$ cat config.mk
export PLATFORM = sky130hd
export DESIGN_NAME = statistics_update_arbiter
export DESIGN_NICKNAME = d
export VERILOG_FILES = /design/src/rtl/statistics_update_arbiter.sv
export SDC_FILE = /design/constraint.sdc
export NUM_CORES = 1
export LEC_CHECK = 0
export BUFFER_PORTS_ARGS = -buffer_cell sky130_fd_sc_hd__buf_2
export CAP_MARGIN = 20
export CORE_ASPECT_RATIO = 0.75
export CORE_MARGIN = 5
export CORE_UTILIZATION = 51
export DETAILED_ROUTE_END_ITERATION = 10
export GPL_TIMING_DRIVEN = 0
export PLACE_DENSITY = 0.92
export SLEW_MARGIN = 30
export SYNTH_ARGS = -nofsm -noshare
export SYNTH_HDL_FRONTEND = slang
export SYNTH_SLANG_ARGS = --single-unit
$ cat constraint.sdc
create_clock -name clk_i -period 8.3 [get_ports clk_i]
set_input_delay 0.415 -clock clk_i [delete_from_list [all_inputs] [get_ports clk_i]]
set_output_delay 0.415 -clock clk_i [all_outputs]
set_load 0.01 [all_outputs]
$ cat src/rtl/statistics_update_arbiter.sv
// statistics_update_arbiter: round-robin arbiter that merges same-address requests
// into paced read-modify-write updates for an increment-mode statistics RAM.
//   clk_i        clock, all logic on posedge
//   reset_i      asynchronous active-high reset
//   req_valid_i  per-requester pending flag
//   req_ready_o  per-requester accept (transfer = valid & ready)
//   req_addr_i   packed requester addresses, req i at [i*AW +: AW]
//   req_inc_i    packed requester increments, req i at [i*IW +: IW]
//   stat_addr_o  statistics address
//   stat_we_o    statistics write enable, never high on consecutive cycles
//   stat_din_o   statistics increment value
//   upd_count_o  number of issued updates, wrapping
module statistics_update_arbiter #(
    parameter int C_NUM_REQ          = 4,
    parameter int C_MATCH_ADDR_WIDTH = 10,
    parameter int C_INC_WIDTH        = 16,
    parameter int C_COUNTER_WIDTH    = 64
) (
    input  logic                                     clk_i,
    input  logic                                     reset_i,
    input  logic [C_NUM_REQ-1:0]                     req_valid_i,
    output logic [C_NUM_REQ-1:0]                     req_ready_o,
    input  logic [C_NUM_REQ*C_MATCH_ADDR_WIDTH-1:0]  req_addr_i,
    input  logic [C_NUM_REQ*C_INC_WIDTH-1:0]         req_inc_i,
    output logic [C_MATCH_ADDR_WIDTH-1:0]            stat_addr_o,
    output logic                                     stat_we_o,
    output logic [C_COUNTER_WIDTH-1:0]               stat_din_o,
    output logic [31:0]                              upd_count_o
);
    localparam int AW = C_MATCH_ADDR_WIDTH;
    localparam int IW = C_INC_WIDTH;
    localparam int CW = C_COUNTER_WIDTH;
    localparam int PW = $clog2(C_NUM_REQ);
    localparam int SW = IW + PW;

    typedef enum logic {IDLE, HOLD} state_t;

    state_t          state_q, state_d;
    logic [PW-1:0]   rr_q, rr_d, win, cand;
    logic [AW-1:0]   addr_q, addr_d, win_addr;
    logic [CW-1:0]   din_q, din_d;
    logic [31:0]     upd_count_q, upd_count_d;
    logic            we_q, we_d, found;
    logic [C_NUM_REQ-1:0] merge;
    logic [SW-1:0]   sum;

    // First valid requester at or after rr_q, wrapping around.
    always_comb begin
        win   = '0;
        cand  = '0;
        found = 1'b0;
        for (int k = 0; k < C_NUM_REQ; k++) begin
            cand = PW'((int'(rr_q) + k) % C_NUM_REQ);
            if (!found && req_valid_i[cand]) begin
                found = 1'b1;
                win   = cand;
            end
        end
    end

    // Every valid requester sharing the winner's address rides along in the same update.
    always_comb begin
        win_addr = '0;
        merge    = '0;
        sum      = '0;
        for (int i = 0; i < C_NUM_REQ; i++)
            if (PW'(i) == win) win_addr = req_addr_i[i*AW +: AW];
        for (int i = 0; i < C_NUM_REQ; i++) begin
            merge[i] = req_valid_i[i] && (req_addr_i[i*AW +: AW] == win_addr);
            sum      = sum + (merge[i] ? SW'(req_inc_i[i*IW +: IW]) : SW'(0));
        end
    end

    assign req_ready_o = (state_q == IDLE) ? merge : '0;

    always_comb begin
        state_d     = state_q;
        rr_d        = rr_q;
        addr_d      = addr_q;
        din_d       = din_q;
        we_d        = 1'b0;
        upd_count_d = upd_count_q;
        if (state_q == IDLE && found) begin
            state_d = HOLD;
            we_d    = 1'b1;
            addr_d  = win_addr;
            din_d   = CW'(sum);
            rr_d    = (win == PW'(C_NUM_REQ - 1)) ? '0 : win + 1'b1;
        end else if (state_q == HOLD) begin
            state_d     = IDLE;
            upd_count_d = upd_count_q + 32'd1;
        end
    end

    always_ff @(posedge clk_i or posedge reset_i) begin
        if (reset_i) begin
            state_q     <= IDLE;
            rr_q        <= '0;
            addr_q      <= '0;
            din_q       <= '0;
            we_q        <= 1'b0;
            upd_count_q <= '0;
        end else begin
            state_q     <= state_d;
            rr_q        <= rr_d;
            addr_q      <= addr_d;
            din_q       <= din_d;
            we_q        <= we_d;
            upd_count_q <= upd_count_d;
        end
    end

    assign stat_addr_o = addr_q;
    assign stat_we_o   = we_q;
    assign stat_din_o  = din_q;
    assign upd_count_o = upd_count_q;
endmodule

=== Yosys cells after proc, flatten, opt, wreduce, memory -nomap -nowiden ===
Index checks and enable logic that the tools add are counted.

* $add $sub $neg: 8
* Order comparisons: 4
* Eq/ne operators: 8
* Mux-type cells: 27
* Bitwise gates (word level): 2
* Reduce and logical (&&, ||, !) cells: 13

{| class="wikitable"
|+ Operators by type and width
! kind !! number
|-
| $mux 16 || 4
|-
| $eq 10x10->1 || 4
|-
| $mux 10 || 4
|-
| $add 32x1->32 const B || 1
|-
| $add 17x16->18 || 1
|-
| $add 18x16->18 || 1
|-
| $add 16x16->17 || 1
|-
| $lt 2x3->1 const B || 4
|-
| $mux 2 || 5
|-
| $mux 1 || 9
|-
| $bmux 1 s2 || 4
|-
| $logic_and 1x1->1 || 8
|-
| $add 2x1->2 const B || 2
|-
| $add 2x2->2 const B || 2
|-
| $eq 2x2->1 const A || 2
|-
| $mux 4 || 1
|-
| $logic_not 1->1 || 3
|-
| $eq 1x2->1 const A || 1
|-
| $eq 2x2->1 const B || 1
|-
| $logic_not 2->1 || 1
|-
| $not 1->1 || 2
|-
| $reduce_and 2->1 || 1
|}

* Register bits after elaboration: 63
* Input bits: 110
* Output and inout bits: 111

=== Depth between registers and ports, before layout ===
Gate-level depths: netlist of run 1.

* Depth after elaboration: 23
* Gate-level depth with buffers: 28
* Gate-level depth less buffers: 23

=== Worst setup path before layout of run 1 ===
Ideal clock, no wire load.

* Kind: flip-flop to flip-flop
* Start: reg rr_q[1]
* End: reg din_q[17], in the netlist stat_din_o[17]
* Setup time: 0.126 ns
* Arrival time: 5.865 ns
* Required time: 8.174 ns
* Path slack: 2.309 ns
* Cell stages (with the launch flop): 25
* Buffers on the path: 3
* Cells stage by stage: dfrtp_1 nand2b_1 a32oi_1 o21ai_0 nor2_1 inv_1 ha_1 buf_2 buf_2 nor3b_1 a221oi_1 xor2_1 nor3_1 clkbuf_1 nand4_1 fa_1 fa_1 inv_1 ha_1 fa_1 a21oi_1 nand4b_1 nand3_1 a31o_2 a221o_1

* Word-level cells in the longest chain between the ends: 23

{| class="wikitable"
|+ Ends and longest elaborated chain
! what !! line !! text
|-
| start: declaration || 39 || <nowiki>logic [PW-1:0] rr_q, rr_d, win, cand;</nowiki>
|-
| start signal: assignment || 105 || <nowiki>rr_q <= rr_d;</nowiki>
|-
| parallel branches: the longest is 23 deep, another holds $add 2x1->2 || - ||
|-
| end signal: assignment || 107 || <nowiki>din_q <= din_d;</nowiki>
|-
| end: declaration || 41 || <nowiki>logic [CW-1:0] din_q, din_d;</nowiki>
|}

Parallel ways; which one is timed is not known. The select of a mux whose other input is x is not followed.
A chain may end at the register's enable or synchronous reset.

=== Final worst setup path of run 1 ===
* Start: reg rr_q[1]
* End: reg din_q[16], in the netlist stat_din_o[16]

Same word-level chain as after synthesis.

==> flow_summary.toml, run 1 <==
[outcome]
status = "complete, no violations"

[worst_hold_path]
holdCritPathClass = "primary input to async pin"

[detailed_routing]
ant_nets = 0
avgViaCountPerCell = 5.52
route.detailed.drc = 0
drtIter0Drc = 516
totalWireLength_um = 21700
routedWlPerCell_um = 17.6
vias = 6810
drt_pre_antenna_iters = 5

[yosys]
synthCells = 828
synth-edff-count = 0
synth-simple-area-share = 0.269
synth_fa_ha_area_frac = 0.138
synth_top_family_by_area = "simple AND/OR/NAND/NOR gates"
synthMuxAreaShare = 0.00643
synth_compound_area_frac = 0.164
syn_avg_cell_area_sq_um = 8.00
yosys_warnings = 0
synth.most_common_cell = "nand2_1"
synth.cell_area_sq_um = 6620
ys_types = 67
synthArstFlopShare = 1.00
synthTopCellsByArea = "dfrtp_1, fa_1, nand2_1"
yosysTopAreaCell = "dfrtp_1"
synth_seq_cells = 63
ys_top_cells_by_count = "nand2_1, inv_1, dfrtp_1, buf_4, o21ai_0"
ys.flop_type = "dfrtp_1"
synth_xor_area_frac = 0.0714
synth_seq_area_share = 0.238
synth_top_area_frac = 0.238

[finish]
final.fill_count = 1107
fin_area_sq_um = 8150
final_util = 0.635
nets = 1219
drive_above_1_share = 0.256
syn_to_final_growth_pct = 23.2

[power]
total_power_uw = 1770
powerDensity_nw_per_um2 = 217
swShare = 0.468
p_leak_uw = 0.00420
power.internal_uw = 943
switchingPower_uw = 829
ir_drop_v = 0.000173
combPwrFrac = 0.567
p_clk_frac = 0.189
seqPwrFrac = 0.244

[worst_setup_path]
reg2reg_slack_ns = 0.97
reg2regPathDepth = 24
critPathArrivalTime_ns = 7.56
slowest_stage = "o31ai_2"
worst_setup_path_end_kind = "flop"
critPathLaunchType = "flop"
path_max_fanout = 10
crit_chain = "nand2b_1 > a32oi_1 > o21ai_0 > nor2_1 > ha_1 > buf_2 > buf_2 > buf_2 > o21ai_0 > o211ai_1 > o2111ai_1 > o31ai_2 > clkbuf_1 > nand2_1 > fa_1 > fa_1 > inv_1 > ha_1 > a211oi_1 > o21ai_0 > a31oi_1 > nor4_1 > o21a_1 > o31ai_1"
worstReg2RegEnd = "stat_din_o[16]"
max_stage_delay_ns = 0.65
worstPathRequired_ns = 8.53
cp_num_buf_inv = 5
crit_family = "compound AO/OA/AOI/OAI gates"
path_class = "flop to flop"
r2r-start = "rr_q[1]"

[sta]
hold_viol = 0
period_needed_ns = 7.33
clock.fmax_ghz = 0.136
slew_violations = 0
slew_headroom = 0.422
finalSetupViolations = 0
setup_ws_ns = 0.969
grt_setup_unrepaired = "false"
clock-skew-final_ns = 0.00705
post-route-period-util = 0.883
setup_tns_ns = 0
tightest_slew_ns = 0.860

[clocking]
clock_latency_ns = 0.33
cts.sinks = 63
root_buffer = "clkbuf_16"
clockBufferDepth = 2
ctsHoldBuffers = 0
clk_pin_slew_ns = 0.05
cts_tree = "done"
cts_setup_buffers = 0
cts_inserted_buffers = 9
htree_levels = 3
ctsResizeCount = 0

[job]
cap_violations = 0

[place]
io_buffers = 170
place_ws_ns = 0.914
dpl_cell_area_sq_um = 7880
gp_congestion = 1.03
dp_hpwl_um = 17800

[floorplanning]
die_w_um = 142
die-area_sq_um = 15400
die-height_um = 109
io_pins = 221
fp-row-count = 36
coreArea_sq_um = 12800
start_util = 0.516

[global_routing]
grt_use_total = 0.275
grt_pass1_wl_um = 33300
antenna_found_initial = 2
grt_max_degree = 35
grt_pass1_vias = 6457
grt.overflow.total = 0
==> cells in the final DEF (no fill, tap or decap), drive strengths merged, types with 5 or more instances in the layout <==
master and n:
nand3b 7, a21oi 29, clkbuf 28, clkinv 6, nand4 17, or2 7, o21ai 44, nor2b 23
ha 22, buf 233, xnor2 30, conb 46, nor2 52, nor3 17, a211oi 17, and3 16
or3 8, nand2b 10, and2 23, inv 65, nor3b 5, nand2 106, a31oi 6, nor4 5
fa 32, dfrtp 63, a21o 13, nand3 36, xor2 24, o31ai 7
==> power groups by stage <==
stage / clock [uW] / sequential [uW] / combinational (uW)
floorplan: 0 / 448 / 639
global placement: 0 / 432 / 961
detailed placement: 0 / 434 / 973
CTS: 340 / 430 / 977
global route: 355 / 438 / 1090
finish: 334 / 432 / 1010
==> metal layers <==
metal	vias to the layer above	routed length (um)	GRT usage
li1	3207	-	-
met4	0	511	0.0918
met2	421	9250	0.406
met3	42	2690	0.0763
met1	3140	9220	0.390
met5	-	0	0
==> state kept, by name, summed over array words and instances (netlist names) <==
register,cells
stat_addr_o,10
stat_we_o,1
rr_q,2
stat_din_o,18
upd_count_o,32
==> cells by family after synthesis <==
logic type      count (synthesis)
simple gates                  344
xor+xnor                       54
buf+inv                       145
other cells                     1
compound gates                163
mux                             4
flops                          63
fa+ha+maj                      54
==> metrics by stage <==
| stage | cells | hold slack [ns] |
|---|---|---|
| 2_1_floorplan | 873 | 0.504 |
| 3_5_place_dp | 1215 | 0.433 |
| 4_1_cts | 1231 | 0.0836 |
| 3_3_place_gp | 1214 | 0.457 |
| 5_1_grt | 1233 | 0.106 |
| 6_report | 1233 | 0.0724 |
==> cell type report <==
class,count,area [sq um],area share
multi-input cells,665,4470,0.549
flip-flops and latches,63,1580,0.193
repair buffers,171,871,0.107
plain buffers,80,499,0.0612
inverters,65,246,0.0302
clock buffers,10,229,0.0281
well taps,171,214,0.0262
clock inverters,6,37.5,0.00460
diodes,2,5.00,0.000614
==> worst max-delay path by stage <==
stage / startpoint / endpoint / slack [ns] / cells after the start
detailed placement: req_valid_i[3] / stat_din_o[16] / 0.91 / 23
global route: rr_q[1] / stat_din_o[16] / 0.60 / 24
finish: rr_q[1] / stat_din_o[16] / 0.97 / 24
global placement: req_valid_i[3] / stat_din_o[16] / 0.89 / 23
floorplan: rr_q[1] / stat_din_o[17] / 2.31 / 24
CTS: rr_q[1] / stat_din_o[16] / 0.99 / 24
(Power assumes the default switching activity.)
==> inputs of run 2 (changes only) <==
--- a/config.mk
+++ b/config.mk
@@ -7,7 +7,7 @@
 export LEC_CHECK = 0
 export BUFFER_PORTS_ARGS = -buffer_cell sky130_fd_sc_hd__buf_2
 export CAP_MARGIN = 20
-export CORE_ASPECT_RATIO = 0.75
+export CORE_ASPECT_RATIO = 1.2
 export CORE_MARGIN = 5
 export CORE_UTILIZATION = 51
 export DETAILED_ROUTE_END_ITERATION = 10
==> run 2 against run 1 <==
Largest power group unchanged. Core utilization grew 1.0 points. Critical path depth shrank 1. Hold slack lost 0.041 ns. Design area grew 0.31%.
==> flow_summary.toml, run 2 (same netlist as run 1, synthesis figures left out) <==
[clocking]
root_buffer = "clkbuf_16"
clockBufferDepth = 2
cts_inserted_buffers = 9
clock_latency_ns = 0.32
clk_pin_slew_ns = 0.06
cts_setup_buffers = 0
ctsHoldBuffers = 0
ctsResizeCount = 0
htree_levels = 3
cts_tree = "done"
cts.sinks = 63

[finish]
nets = 1219
syn_to_final_growth_pct = 23.5
final_common_cell = "buf_2"
drive_above_1_share = 0.257
largest_reg_flops = 32
mostFrequentLayoutCells = "buf_2, nand2_1, inv_1, dfrtp_1, buf_4"
n_antenna_cell = 0
final.fill_count = 1144
layoutNonFillerInstCount = 1224

[sta]
slew_headroom = 0.414
post-route-period-util = 0.879
finalSetupViolations = 0
grt_setup_unrepaired = "false"
hold_viol = 0
clock-skew-final_ns = 0.00840
clock.fmax_ghz = 0.137
slew_violations = 0
period_needed_ns = 7.29
tightest_slew_ns = 0.872
setup_tns_ns = 0

[detailed_routing]
ant_nets = 0
vias = 6781
routedWlPerCell_um = 16.7
avgViaCountPerCell = 5.54
drtIter0Drc = 423
drt_pre_antenna_iters = 7
totalWireLength_um = 20500
route.detailed.drc = 0

[power]
p_clk_frac = 0.208
combPwrFrac = 0.553
powerDensity_nw_per_um2 = 218
ir_drop_v = 0.000141
p_leak_uw = 0.00421
switchingPower_uw = 808
power.internal_uw = 976
seqPwrFrac = 0.240
swShare = 0.453

[floorplanning]
coreArea_sq_um = 12700
die-area_sq_um = 15400
start_util = 0.523
die-height_um = 135
fp-row-count = 45
io_pins = 221
die_w_um = 114

[worst_setup_path]
crit_chain = "nand2b_1 > a32oi_1 > o21ai_0 > nor2_1 > ha_1 > buf_2 > buf_2 > a211oi_1 > a221oi_1 > xor2_1 > nor3_1 > clkbuf_1 > nand4_1 > fa_1 > fa_1 > inv_1 > ha_1 > a211oi_1 > o21ai_0 > a31oi_1 > nor4_1 > o21a_1 > o31ai_1"
worstPathRequired_ns = 8.52
path_class = "flop to flop"
slowest_stage = "nor3_1"
reg2regPathDepth = 23
path_max_fanout = 10
crit_family = "compound AO/OA/AOI/OAI gates"
worst_setup_path_end_kind = "flop"
max_stage_delay_ns = 0.70
critPathArrivalTime_ns = 7.52
cp_num_buf_inv = 4
r2r-start = "rr_q[1]"
worstReg2RegEnd = "stat_din_o[16]"
reg2reg_slack_ns = 1.01
critPathLaunchType = "flop"

[global_routing]
grt_pass1_wl_um = 32200
grt_use_met3 = 0.0484
use_met2 = 0.441
grt_pass1_vias = 6632
grt_use_total = 0.261
grt_max_degree = 48
top_usage_layer = "met2"
met1_usage = 0.313
grt.overflow.total = 0
antenna_found_initial = 0

[place]
dp.cells = 1208
dp_hpwl_um = 17100
io_buffers = 170
gp_congestion = 0.983

[outcome]
status = "complete, no violations"

[worst_hold_path]
holdCritPathClass = "primary input to async pin"

[job]
cap_violations = 0
run 2: cell count changes in the layout (fill, tap and decap cells not counted), sizes merged:
cell      before  now
clkinv         6    3
bufinv         0    1
inv           65   66
diode          2    0
clkbuf        28   27
clkinvlp       0    2
run 2: worst register-to-register path, stage by stage (launching register included):
cell      delay (ns)
dfrtp_1         0.42
nand2b_1        0.18
a32oi_1         0.18
o21ai_0         0.14
nor2_1          0.20
ha_1            0.39
buf_2           0.31
buf_2           0.28
a211oi_1        0.11
a221oi_1        0.65
xor2_1          0.14
nor3_1          0.70
clkbuf_1        0.40
nand4_1         0.20
fa_1            0.52
fa_1            0.55
inv_1           0.05
ha_1            0.23
a211oi_1        0.34
o21ai_0         0.15
a31oi_1         0.45
nor4_1          0.16
o21a_1          0.21
o31ai_1         0.23
run 2: worst max-delay path by stage:
stage	slack [ns]	from	end	cells past startpoint
3_5_place_dp	0.95	req_valid_i[3]	stat_din_o[17]	23
4_1_cts	1.07	rr_q[1]	stat_din_o[17]	24
3_3_place_gp	1.07	req_valid_i[3]	stat_din_o[17]	23
2_1_floorplan	2.31	rr_q[1]	stat_din_o[17]	24
5_1_grt	0.58	rr_q[1]	stat_din_o[16]	23
6_report	1.01	rr_q[1]	stat_din_o[16]	23
run 2: metal layers:
metal,up-vias,part of all wire,wire (um)
li1,3218,-,-
met2,363,0.49,10000
met4,0,0.049,1010
met3,62,0.087,1780
met5,-,0,0
met1,3138,0.37,7630
run 2: area by class of cell:
class	instances	area [sq um]	area share
inverters	65	246	0.0301
repair buffers	171	878	0.107
clock buffers	9	225	0.0275
well taps	164	205	0.0251
flip-flops and latches	63	1580	0.193
plain buffers	80	499	0.0610
clock inverters	7	72.6	0.00887
multi-input cells	665	4470	0.547
run 2: power groups by stage:
stage	Clock, uW	Combinational (uW)	Sequential, uW
after floorplan	0	639	448
after global placement	0	946	429
after detailed placement	0	967	430
after CTS	375	970	427
after global routing	391	1080	437
final	370	987	427
run 2: metrics by stage:
| step | setup WS [ns] | power, uW | instance area [sq um] | utilization | hold WS [ns] |
|---|---|---|---|---|---|
| 6_report | 1.01 | 1780 | 8180 | 0.646 | 0.0311 |
| 5_1_grt | 0.581 | 1910 | 8180 | 0.646 | 0.0482 |
| 4_1_cts | 1.07 | 1770 | 8170 | 0.645 | 0.0313 |
| 3_5_place_dp | 0.950 | 1400 | 7880 | 0.622 | 0.376 |
| 3_3_place_gp | 1.07 | 1380 | 7850 | 0.619 | 0.455 |
| 2_1_floorplan | 2.31 | 1090 | 6790 | - | 0.504 |
